$ cat src/rtl/pipeline_ctrl.sv
// pipeline_ctrl: stall/flush sequencer for the 5-stage pipeline.
//
// After reset the pipe is held for INIT_CYC cycles with the PC frozen and
// every latch loading bubbles. After that, each cycle is decoded from the
// state and the current hazard inputs. In priority order, these are:
// data-memory wait (full freeze), taken branch (flush IF/ID, ID/EX and EX/MEM),
// load-use (one bubble into ID/EX), and normal flow.
//
// Ports
//   clk, rst_n              clock (rising edge), async active-low reset
//   id_rs, id_rt, id_uses_rt  source registers of the instruction in ID
//   ex_mem_read, ex_rd      load in EX and its destination register
//   mem_branch_taken        branch in MEM resolved taken
//   mem_req, mem_ready      data-memory access and completion
//   clr_cnt                 synchronous clear of both counters
//   pc_en, *_en             PC / pipeline latch load enables
//   *_flush                 latch loads a bubble when asserted with its enable
//   state                   0 INIT, 1 RUN, 2 WAIT_MEM
//   stall_cnt, flush_cnt    saturating performance counters
module pipeline_ctrl #(
  parameter int unsigned INIT_CYC = 4,
  parameter int unsigned CNT_W    = 16
) (
  input  logic             clk,
  input  logic             rst_n,
  input  logic [4:0]       id_rs,
  input  logic [4:0]       id_rt,
  input  logic             id_uses_rt,
  input  logic             ex_mem_read,
  input  logic [4:0]       ex_rd,
  input  logic             mem_branch_taken,
  input  logic             mem_req,
  input  logic             mem_ready,
  input  logic             clr_cnt,
  output logic             pc_en,
  output logic             if_id_en,
  output logic             id_ex_en,
  output logic             ex_mem_en,
  output logic             mem_wb_en,
  output logic             if_id_flush,
  output logic             id_ex_flush,
  output logic             ex_mem_flush,
  output logic             mem_wb_flush,
  output logic [1:0]       state,
  output logic [CNT_W-1:0] stall_cnt,
  output logic [CNT_W-1:0] flush_cnt
);

  localparam int unsigned   IW        = (INIT_CYC > 1) ? $clog2(INIT_CYC) : 1;
  localparam logic [IW-1:0] INIT_LAST = IW'(INIT_CYC - 1);

  typedef enum logic [1:0] {
    ST_INIT     = 2'd0,
    ST_RUN      = 2'd1,
    ST_WAIT_MEM = 2'd2
  } state_t;

  state_t           r_state;
  state_t           w_state_nxt;
  logic [IW-1:0]    r_init_cnt;
  logic [CNT_W-1:0] r_stall_cnt;
  logic [CNT_W-1:0] r_flush_cnt;

  logic             w_load_use;
  logic             w_mem_wait;
  logic             w_stall_inc;
  logic             w_flush_inc;
  logic [4:0]       w_en;   // {pc, if_id, id_ex, ex_mem, mem_wb}
  logic [3:0]       w_fl;   // {if_id, id_ex, ex_mem, mem_wb}

  // r0 is hardwired, so a load targeting it never creates a hazard.
  assign w_load_use = ex_mem_read && (ex_rd != '0) &&
                      ((ex_rd == id_rs) || (id_uses_rt && (ex_rd == id_rt)));

  // In WAIT_MEM, a dropped mem_req releases the pipe the same way mem_ready
  // does. This lets one wait test serve both RUN and WAIT_MEM.
  assign w_mem_wait = mem_req && !mem_ready;

  always_comb begin
    w_en        = '0;
    w_fl        = '0;
    w_state_nxt = r_state;
    w_stall_inc = 1'b0;
    w_flush_inc = 1'b0;
    case (r_state)
      ST_INIT: begin
        w_en = 5'b01111;
        w_fl = '1;
        if (r_init_cnt == '0) begin
          w_state_nxt = ST_RUN;
        end
      end
      // RUN and WAIT_MEM share one decode. In RUN a wait enters WAIT_MEM; in
      // WAIT_MEM it stays there. Otherwise the branch / load-use / normal
      // rules apply, and the next state is RUN.
      ST_RUN, ST_WAIT_MEM: begin
        if (w_mem_wait) begin
          w_stall_inc = 1'b1;
          w_state_nxt = ST_WAIT_MEM;
        end else begin
          w_state_nxt = ST_RUN;
          if (mem_branch_taken) begin
            // The ID instruction is squashed, so a load-use match is moot.
            w_en        = '1;
            w_fl        = 4'b1110;
            w_flush_inc = 1'b1;
          end else if (w_load_use) begin
            w_en        = 5'b00111;
            w_fl        = 4'b0100;
            w_stall_inc = 1'b1;
          end else begin
            w_en = '1;
          end
        end
      end
      default: w_state_nxt = ST_INIT;
    endcase
    if (!rst_n) begin
      w_en = '0;
      w_fl = '0;
    end
  end

  always_ff @(posedge clk or negedge rst_n) begin
    if (!rst_n) begin
      r_state    <= ST_INIT;
      r_init_cnt <= INIT_LAST;
    end else begin
      r_state <= w_state_nxt;
      if ((r_state == ST_INIT) && (r_init_cnt != '0)) begin
        r_init_cnt <= r_init_cnt - IW'(1);
      end
    end
  end

  always_ff @(posedge clk or negedge rst_n) begin
    if (!rst_n) begin
      r_stall_cnt <= '0;
      r_flush_cnt <= '0;
    end else if (clr_cnt) begin
      r_stall_cnt <= '0;
      r_flush_cnt <= '0;
    end else begin
      if (w_stall_inc && (r_stall_cnt != '1)) begin
        r_stall_cnt <= r_stall_cnt + CNT_W'(1);
      end
      if (w_flush_inc && (r_flush_cnt != '1)) begin
        r_flush_cnt <= r_flush_cnt + CNT_W'(1);
      end
    end
  end

  assign {pc_en, if_id_en, id_ex_en, ex_mem_en, mem_wb_en}     = w_en;
  assign {if_id_flush, id_ex_flush, ex_mem_flush, mem_wb_flush} = w_fl;
  assign state     = r_state;
  assign stall_cnt = r_stall_cnt;
  assign flush_cnt = r_flush_cnt;

endmodule

$ cat config.mk
export PLATFORM = sky130hd
export DESIGN_NAME = pipeline_ctrl
export DESIGN_NICKNAME = d
export VERILOG_FILES = /design/src/rtl/pipeline_ctrl.sv
export SDC_FILE = /design/constraint.sdc
export NUM_CORES = 1
export LEC_CHECK = 0
export CAP_MARGIN = 20
export CORE_MARGIN = 3
export CORE_UTILIZATION = 51
export CTS_CLUSTER_SIZE = 30
export DETAILED_ROUTE_END_ITERATION = 8
export GPL_TIMING_DRIVEN = 0
export PLACE_DENSITY = 0.85
export SLEW_MARGIN = 5
export SYNTH_ARGS = -nofsm -noshare
export SYNTH_HDL_FRONTEND = slang
export SYNTH_SLANG_ARGS = --single-unit
$ cat constraint.sdc
create_clock -name clk -period 5.93 [get_ports clk]
set_input_delay 0.593 -clock clk [delete_from_list [all_inputs] [get_ports clk]]
set_output_delay 0.593 -clock clk [all_outputs]
set_load 0.1 [all_outputs]
### Word-level counts from Yosys, hierarchy flattened

Index checks and enable logic that the tools add are counted.

* $add $sub $neg: 3
* multiply operators: 0
* div/mod/pow operators: 0
* magnitude comparators: 0
* equality and inequality tests: 7
* shift operators: 0
* muxes and demuxes: 24
* bitwise gates (word level): 0
* reduce and logical (&&, ||, !) cells: 16

Operator list (count)
* 16-bit two-way mux: 4
* 16-bit by 1-bit adder with 16-bit output (second input constant): 2
* 16-bit != test (second input constant): 2
* 5-bit two-way mux: 4
* 4-bit two-way mux: 3
* 5-bit equality test: 2
* 5-bit one-hot mux with 2 select lines: 1
* 4-bit one-hot mux with 2 select lines: 1
* 1-bit logical AND: 7
* 1-bit two-way mux: 7
* 2-bit nonzero test: 3
* 5-bit nonzero test: 1
* 2-bit zero test: 2
* 2-bit two-way mux: 2
* 2-bit one-hot mux with 2 select lines: 1
* 3-bit two-way mux: 1
* 2-bit by 1-bit equality test with 1-bit output (second input constant): 1
* 2-bit equality test (second input constant): 1
* 2-bit != test (second input constant): 1
* 2-bit OR reduction: 1
* 2-bit by 1-bit subtractor with 2-bit output (second input constant): 1
* 1-bit zero test: 1
* 1-bit logical OR: 1

* bits in registers: 36
* bits in latches: 0
* memory bits (writable): 0
* memory bits (read-only): 0
* memories: 0

### Longest topological paths before layout

Gate-level depths: netlist (run 1).

* depth in word-level cells: 11
* depth in mapped cells: 9
* depth with buffers taken out: 7

### Worst setup path before layout (run 1)

Ideal clock, no wire load.

* kind: flip-flop to output port
* start point: register r_state[0], in the netlist state[0]
* end point: output port if_id_en
* data arrival time: 3.612 ns
* path slack: 1.725 ns
* cell stages (with the launch flop): 6
* cell sequence: dfrtp_1 > inv_1 > ha_1 > nand3_1 > nor2_1 > a21o_1

* cells in the longest elaborated chain, start to end: 4

RTL lines
* start, declared: line 58 `state_t r_state;`
* start signal, assigned: line 129 `r_state <= w_state_nxt;`
* 2-bit by 1-bit equality test with 1-bit output or 2-bit equality test (tied branches): line 85 `case (r_state)`
* 2-bit OR reduction: line 85
* 5-bit one-hot mux with 2 select lines (*): line 85
* 5-bit two-way mux (*): line 118 `if (!rst_n) begin`
* end, declared: line 36 `output logic if_id_en,`

Mark *: on every way between the ends. The rest lies on a longest branch, timed or not.

### Worst setup path in the final report (run 1)

* start point: input port ex_rd[1]
* end point: output port if_id_en

* cells in the longest elaborated chain, start to end: 9

RTL lines
* start, declared: line 30 `input logic [4:0] ex_rd,`
* 5-bit equality test: line 73 `((ex_rd == id_rs) || (id_uses_rt && (ex_rd == id_rt)));`
* 1-bit logical AND: line 73
* 1-bit logical OR: line 73
* 1-bit logical AND (*): line 72 `assign w_load_use = ex_mem_read && (ex_rd != '0) &&`
* 5-bit two-way mux (*): line 107 `end else if (w_load_use) begin`
* 5-bit two-way mux (*): line 102 `if (mem_branch_taken) begin`
* 5-bit two-way mux (*): line 97 `if (w_mem_wait) begin`
* 5-bit one-hot mux with 2 select lines (*): line 85
* 5-bit two-way mux (*): line 118

Marks and branches as above.

==> metrics.txt, run 1 <==
Synth Warn #=0; commonest non-fill, non-tap cell in the layout=clkdlybuf4s50_1; final setup TNS=0 ns; Die ar.=0.00507 sq mm; Tmin final=4.01 ns; CTS root buf=clkbuf_8; most numerous cell on the critical path=clkdlybuf4s50_1; drt via density=5.66; Die Ht=71.2 um; dpl hpwl=3990 um; via count=2037; Psw=436 uW; Worst Setup End Kind=output port; Leak=1.14 nW; Buf+Inv Stages, Crit Path=2; layout cells sized above 1=8.39%; DR iter-0 viols=111; Peak Freq=250 MHz; CP max FO=3; Clock Skews=0.00508 ns; clock share of power=19.0%; critical path data required time=5.34 ns; relative slew slack=34.1%; number of buffers created by CTS=5; Final Hold Violating Endpoints=0; Setup CP Type=primary input to output port; final setup fails=0; post-synthesis cell count=237; Net Count, Synth=266; R2R setup slack=3.57 ns; slowest CP cell=clkdlybuf4s50_1; synthesized area=0.00217 sq mm; die width=71.2 um; Final GP Congestion=0.774; sequential area share after synthesis=41.6%; Post-synth EDFFs=0; Hold Slack=0.405 ns; CTS resizes=0; max cap viols=0; gr usage total=21.6%; RSZ-0062 raised after global routing=false; Crit path largest cell delay=1.12 ns; Max VDD drop=0.000250 V; fraction of registers with async set/reset=100%; H-tree depth=2; Hold Crit Class=primary input to async pin; # clock sinks=36; status=completed; Top FF cell, synth=dfrtp_1; cell family with most CP delay=buffers and inverters; IO Pins=66; Arrival @ worst endpoint=3.41 ns; total power=917 uW; fin crit share=67.5%; Post-DRT Antenna Nets=0; number of synthesized register bits=36; fin nets=338; clock-pin slew on the worst setup and hold paths=0.07 ns; Routed WL=5280 um; Port Buffers=65; maximum root-to-sink buffer count=2; Avg Cell Area, Syn=9.15 sq um; Gate power share=51.8%; most frequent cells in the layout=clkdlybuf4s50_1 (64), dfrtp_1 (34), xnor2_1 (24); Final Util=73.1%; Final Max Tran Viols=0; fin cells=360; drt drc=0; Cells after DPL=352; cells along the critical path=clkdlybuf4s50_1, or4_4, o211ai_2, and2b_2, nor2_1, a21o_1, clkdlybuf4s50_1; Switching Fraction=47.6%; Netlist cell types=42; Least-Margin Pin Slew=0.985 ns; number of global-route vias before repair=1988; Wirelength per Cell=14.7 um; post-CTS setup buffers=0; pin count of the biggest net entering global routing=39; design internal power=481 uW; Area growth syn-to-layout=36.8%; startpoint types=primary input; hold_buf cts=0; Ant. Diodes=0; first-pass GRT wire length=8900 um; Core Rows=23; CTS tree=built; sequential share of power=29.1%; core footprint=0.00406 sq mm; Pre-antenna DRT Iters=4; Initial Util=53.5%; power density cells=309 mW/mm^2; GRT Residual Overflow=0; worst skew pair latency=0.28 ns; antenna violations before repair=0
[path summary, 6_finish.rpt]
path                                      startpoint                   endpoint  depth (start not counted)
max                                         ex_rd[1]                   if_id_en                          7
max in group asynchronous                      rst_n       state[1]$_DFFE_PN0N_                          1
max reg2reg                 stall_cnt[0]$_DFFE_PN0P_   stall_cnt[7]$_DFFE_PN0P_                          8
min in group clk           r_init_cnt[1]$_DFFE_PN1P_  r_init_cnt[1]$_DFFE_PN1P_                          2
min                                            rst_n   stall_cnt[1]$_DFFE_PN0P_                          1
min reg2reg                r_init_cnt[1]$_DFFE_PN1P_  r_init_cnt[1]$_DFFE_PN1P_                          2
[power groups by stage]
stage,Sequential [mW],Combinational (mW),Clock [mW]
after floorplan,0.343,0.292,0
after global placement,0.271,0.473,0
after detailed placement,0.272,0.476,0
after CTS,0.268,0.478,0.179
after global routing,0.269,0.499,0.191
final,0.267,0.475,0.175
[cell type report]
type | count | area [sq um]
buffer | 11 | 85.1
clock buffer | 8 | 90.1
fill | 304 | 1090
inverter | 9 | 33.8
multi-input combinational | 181 | 1150
sequential | 36 | 903
tap | 50 | 62.6
timing repair buffer | 65 | 646
[synth_stat cells, types with 4 or more instances]
library cell	count	area, sq um
a21oi_1	17	85.1
and3_1	4	25.0
dfrtp_1	34	851
ha_1	6	75.1
inv_1	9	33.8
nand2_1	12	45.0
nand3_1	14	70.1
nand4_1	8	50.1
nor2_1	23	86.3
nor3_1	9	45.0
nor4_1	4	25.0
o21ai_0	15	75.1
or3_1	11	68.8
or3_2	4	30.0
xnor2_1	24	210
[metrics by stage]
step | setup WS (ns) | area (sq um)
floorplan | 1.72 | 2170
global placement | 1.20 | 2880
detailed placement | 1.92 | 2880
CTS | 1.91 | 2970
global route | 1.80 | 2970
finish | 1.92 | 2970
[sequential cells by signal, indices dropped and copies added (netlist names)]
register / count
state: 2
flush_cnt: 16
r_init_cnt: 2
stall_cnt: 16
[kinds of logic (layout without fill, tap and decap cells)]
kind of cell,count (synthesis),after routing,synth area share [%]
multiplexers,3,3,1.38
adder cells (fa/ha/maj),6,6,3.46
AND/OR/NAND/NOR,104,104,25.7
buffers and inverters,20,93,5.48
XOR/XNOR,26,26,10.5
AO/OA/AOI/OAI,42,42,11.9
flip-flops,36,36,41.6
[per-layer routing]
layer | vias to the layer above | global-route usage [%] | part of all wire (%)
li1 | 982 | - | -
met4 | 0 | 6.89 | 0.87
met3 | 4 | 3.79 | 7.0
met5 | - | 0 | 0
met2 | 86 | 35.3 | 49
met1 | 965 | 29.2 | 43
[worst register-to-register path: stages, from the launching register on]
cell      delay, ns
dfrtp_1        0.45
ha_1           0.25
nand3_1        0.14
nor4_1         0.45
nor3b_1        0.13
a21oi_2        0.22
clkbuf_1       0.34
or3_1          0.18
a21oi_1        0.06
Note: power is estimated with default switching activity, not from simulation.
==> run 2, diff against run 1 <==
--- a/config.mk
+++ b/config.mk
@@ -7,11 +7,11 @@
 export LEC_CHECK = 0
 export CAP_MARGIN = 20
 export CORE_MARGIN = 3
-export CORE_UTILIZATION = 51
+export CORE_UTILIZATION = 42
 export CTS_CLUSTER_SIZE = 30
 export DETAILED_ROUTE_END_ITERATION = 8
 export GPL_TIMING_DRIVEN = 0
-export PLACE_DENSITY = 0.85
+export PLACE_DENSITY = 0.75
 export SLEW_MARGIN = 5
 export SYNTH_ARGS = -nofsm -noshare
 export SYNTH_HDL_FRONTEND = slang
==> constraint.sdc (replaced) <==
create_clock -name clk -period 3.6 [get_ports clk]
set_input_delay 0.36 -clock clk [delete_from_list [all_inputs] [get_ports clk]]
set_output_delay 0.36 -clock clk [all_outputs]
set_load 0.1 [all_outputs]
==> metrics.txt, run 2 (synthesized netlist as in run 1, its figures left out) <==
antenna violations before repair=0 (unchanged); Die Ht=77.9 um (+9.3%); dpl hpwl=3980 um (about the same); Hold Crit Class=primary input to async pin; layout cells sized above 1=9.35% (+0.97 points); Core Rows=25 (+8.7%); fin nets=338 (unchanged); most numerous cell on the critical path=clkdlybuf4s50_1; Die ar.=0.00606 sq mm (+20%); Ant. Diodes=0 (unchanged); Least-Margin Pin Slew=0.993 ns (+0.00866 ns); Post-DRT Antenna Nets=0 (unchanged); CTS tree=built; status=completed; Final Max Tran Viols=0 (unchanged); die width=77.9 um (+9.3%); worst slack at placement=0.0663 ns (-1.85 ns); Crit path largest cell delay=1.15 ns (+0.03 ns); Final GP Congestion=0.760 (-1.8%); Worst Setup End Kind=output port; Leak=1.15 nW (+1.5%); Final Hold Violating Endpoints=0 (unchanged); Routed WL=5350 um (+1.4%); slowest CP cell=clkdlybuf4s50_1; Max VDD drop=0.000458 V (+83%); filler instances=416 (+37%); max cap viols=0 (unchanged); Initial Util=44.7% (-8.7 points); PnR worst setup slack=0.136 ns (-1.79 ns); gr usage total=18.7% (-2.8 points); final setup fails=0 (unchanged); CP max FO=3 (unchanged); Cells after DPL=369 (+4.8%); IO Pins=66 (unchanged); via count=1982 (-2.7%); critical path data required time=3.24 ns (-2.10 ns); commonest non-fill, non-tap cell in the layout=clkdlybuf4s50_1; number of global-route vias before repair=1890 (-4.9%); Port Buffers=65 (unchanged); Setup CP Type=primary input to output port; startpoint types=primary input; maximum root-to-sink buffer count=2 (unchanged); cell family with most CP delay=buffers and inverters; GRT Residual Overflow=0 (unchanged); core footprint=0.00485 sq mm (+19%); Tmin final=3.46 ns; RSZ-0062 raised after global routing=false; pin count of the biggest net entering global routing=39 (unchanged); CTS root buf=clkbuf_8; DR iter-0 viols=145 (+31%); drt via density=5.26 (-7.1%); clock-pin slew on the worst setup and hold paths=0.07 ns (about the same); H-tree depth=2 (unchanged); relative slew slack=33.6% (-0.58 points); Pre-antenna DRT Iters=5 (+1); Peak Freq=289 MHz; Wirelength per Cell=14.2 um (-3.2%); cells along the critical path=clkdlybuf4s50_1, or4_4, o211ai_2, and2b_2, nor2_2, clkdlybuf4s50_1; worst skew pair latency=0.29 ns (about the same); most frequent cells in the layout=clkdlybuf4s50_1 (63), dfrtp_1 (34), xnor2_1 (24); power density cells=508 mW/mm^2 (+64%); first-pass GRT wire length=9180 um (+3.2%); # clock sinks=36 (unchanged); number of buffers created by CTS=5 (unchanged); Arrival @ worst endpoint=3.10 ns (-0.31 ns); fin cells=377 (+4.7%); fin crit share=96.2%; Buf+Inv Stages, Crit Path=2 (unchanged); Clock Skews=0.00634 ns (+0.00126 ns); drt drc=0 (unchanged); Area growth syn-to-layout=38.3%
-- run 2: changes by cell type in the layout (fill, tap and decap cells not counted), sizes merged --
| cell | change |
|---|---|
| dlymetal6s2s | +1 |
| clkdlybuf4s50 | -1 |
-- run 2: final timing paths --
kind                                                start  depth (start not counted)  slack, ns                         to
worst max register to register   stall_cnt[0]$_DFFE_PN0P_                          8       1.24  stall_cnt[11]$_DFFE_PN0P_
worst min-delay path                                rst_n                          1       0.17  stall_cnt[11]$_DFFE_PN0P_
min in group clk                r_init_cnt[1]$_DFFE_PN1P_                          2       0.51  r_init_cnt[1]$_DFFE_PN1P_
worst max-delay path                             ex_rd[1]                          6       0.14                      pc_en
worst min register to register  r_init_cnt[1]$_DFFE_PN1P_                          2       0.51  r_init_cnt[1]$_DFFE_PN1P_
max in group asynchronous                           rst_n                          1       2.92       state[0]$_DFFE_PN0N_
-- run 2: area by class of cell --
cell class	instances	area, sq um	area share, %
clock buffers	8	90.1	3.00
flip-flops and latches	36	903	30.1
plain buffers	11	85.1	2.84
well taps	67	83.8	2.79
repair buffers	65	648	21.6
inverters	9	33.8	1.13
multi-input cells	181	1160	38.5
-- run 2: layer usage --
| metal | routed length [um] | up-vias | part of all wire [%] | GRT usage [%] |
|---|---|---|---|---|
| met2 | 2360 | 80 | 44 | 29.0 |
| met1 | 2510 | 916 | 47 | 25.3 |
| met5 | 0 | - | 0 | 0 |
| met3 | 416 | 8 | 7.8 | 5.68 |
| li1 | - | 978 | - | - |
| met4 | 64 | 0 | 1.2 | 5.34 |
-- run 2: stage by stage --
step	cell area (sq um)	setup TNS (ns)	hold slack, ns	utilization, %	total power, mW
2_1_floorplan	2180	0	0.0644	-	1.05
3_3_place_gp	2910	-5.34	0.491	60.1	1.24
3_5_place_dp	2910	0	0.505	60.0	1.24
4_1_cts	3000	0	0.192	61.8	1.54
5_1_grt	3000	0	0.231	61.9	1.59
6_report	3000	0	0.169	61.9	1.52
-- run 2: where the power goes --
| group | switching (mW) | internal, mW | total (mW) |
|---|---|---|---|
| logic | 0.572 | 0.218 | 0.789 |
| registers | 0.0194 | 0.421 | 0.441 |
| clock network | 0.138 | 0.156 | 0.294 |
-- run 2: timing repair --
action / 4_1_cts / 5_1_grt
buffers inserted: 0 / 0
resized for setup: 0 / 1
hold buffers: 0 / 0
endpoints found under the setup margin: 0 / 1
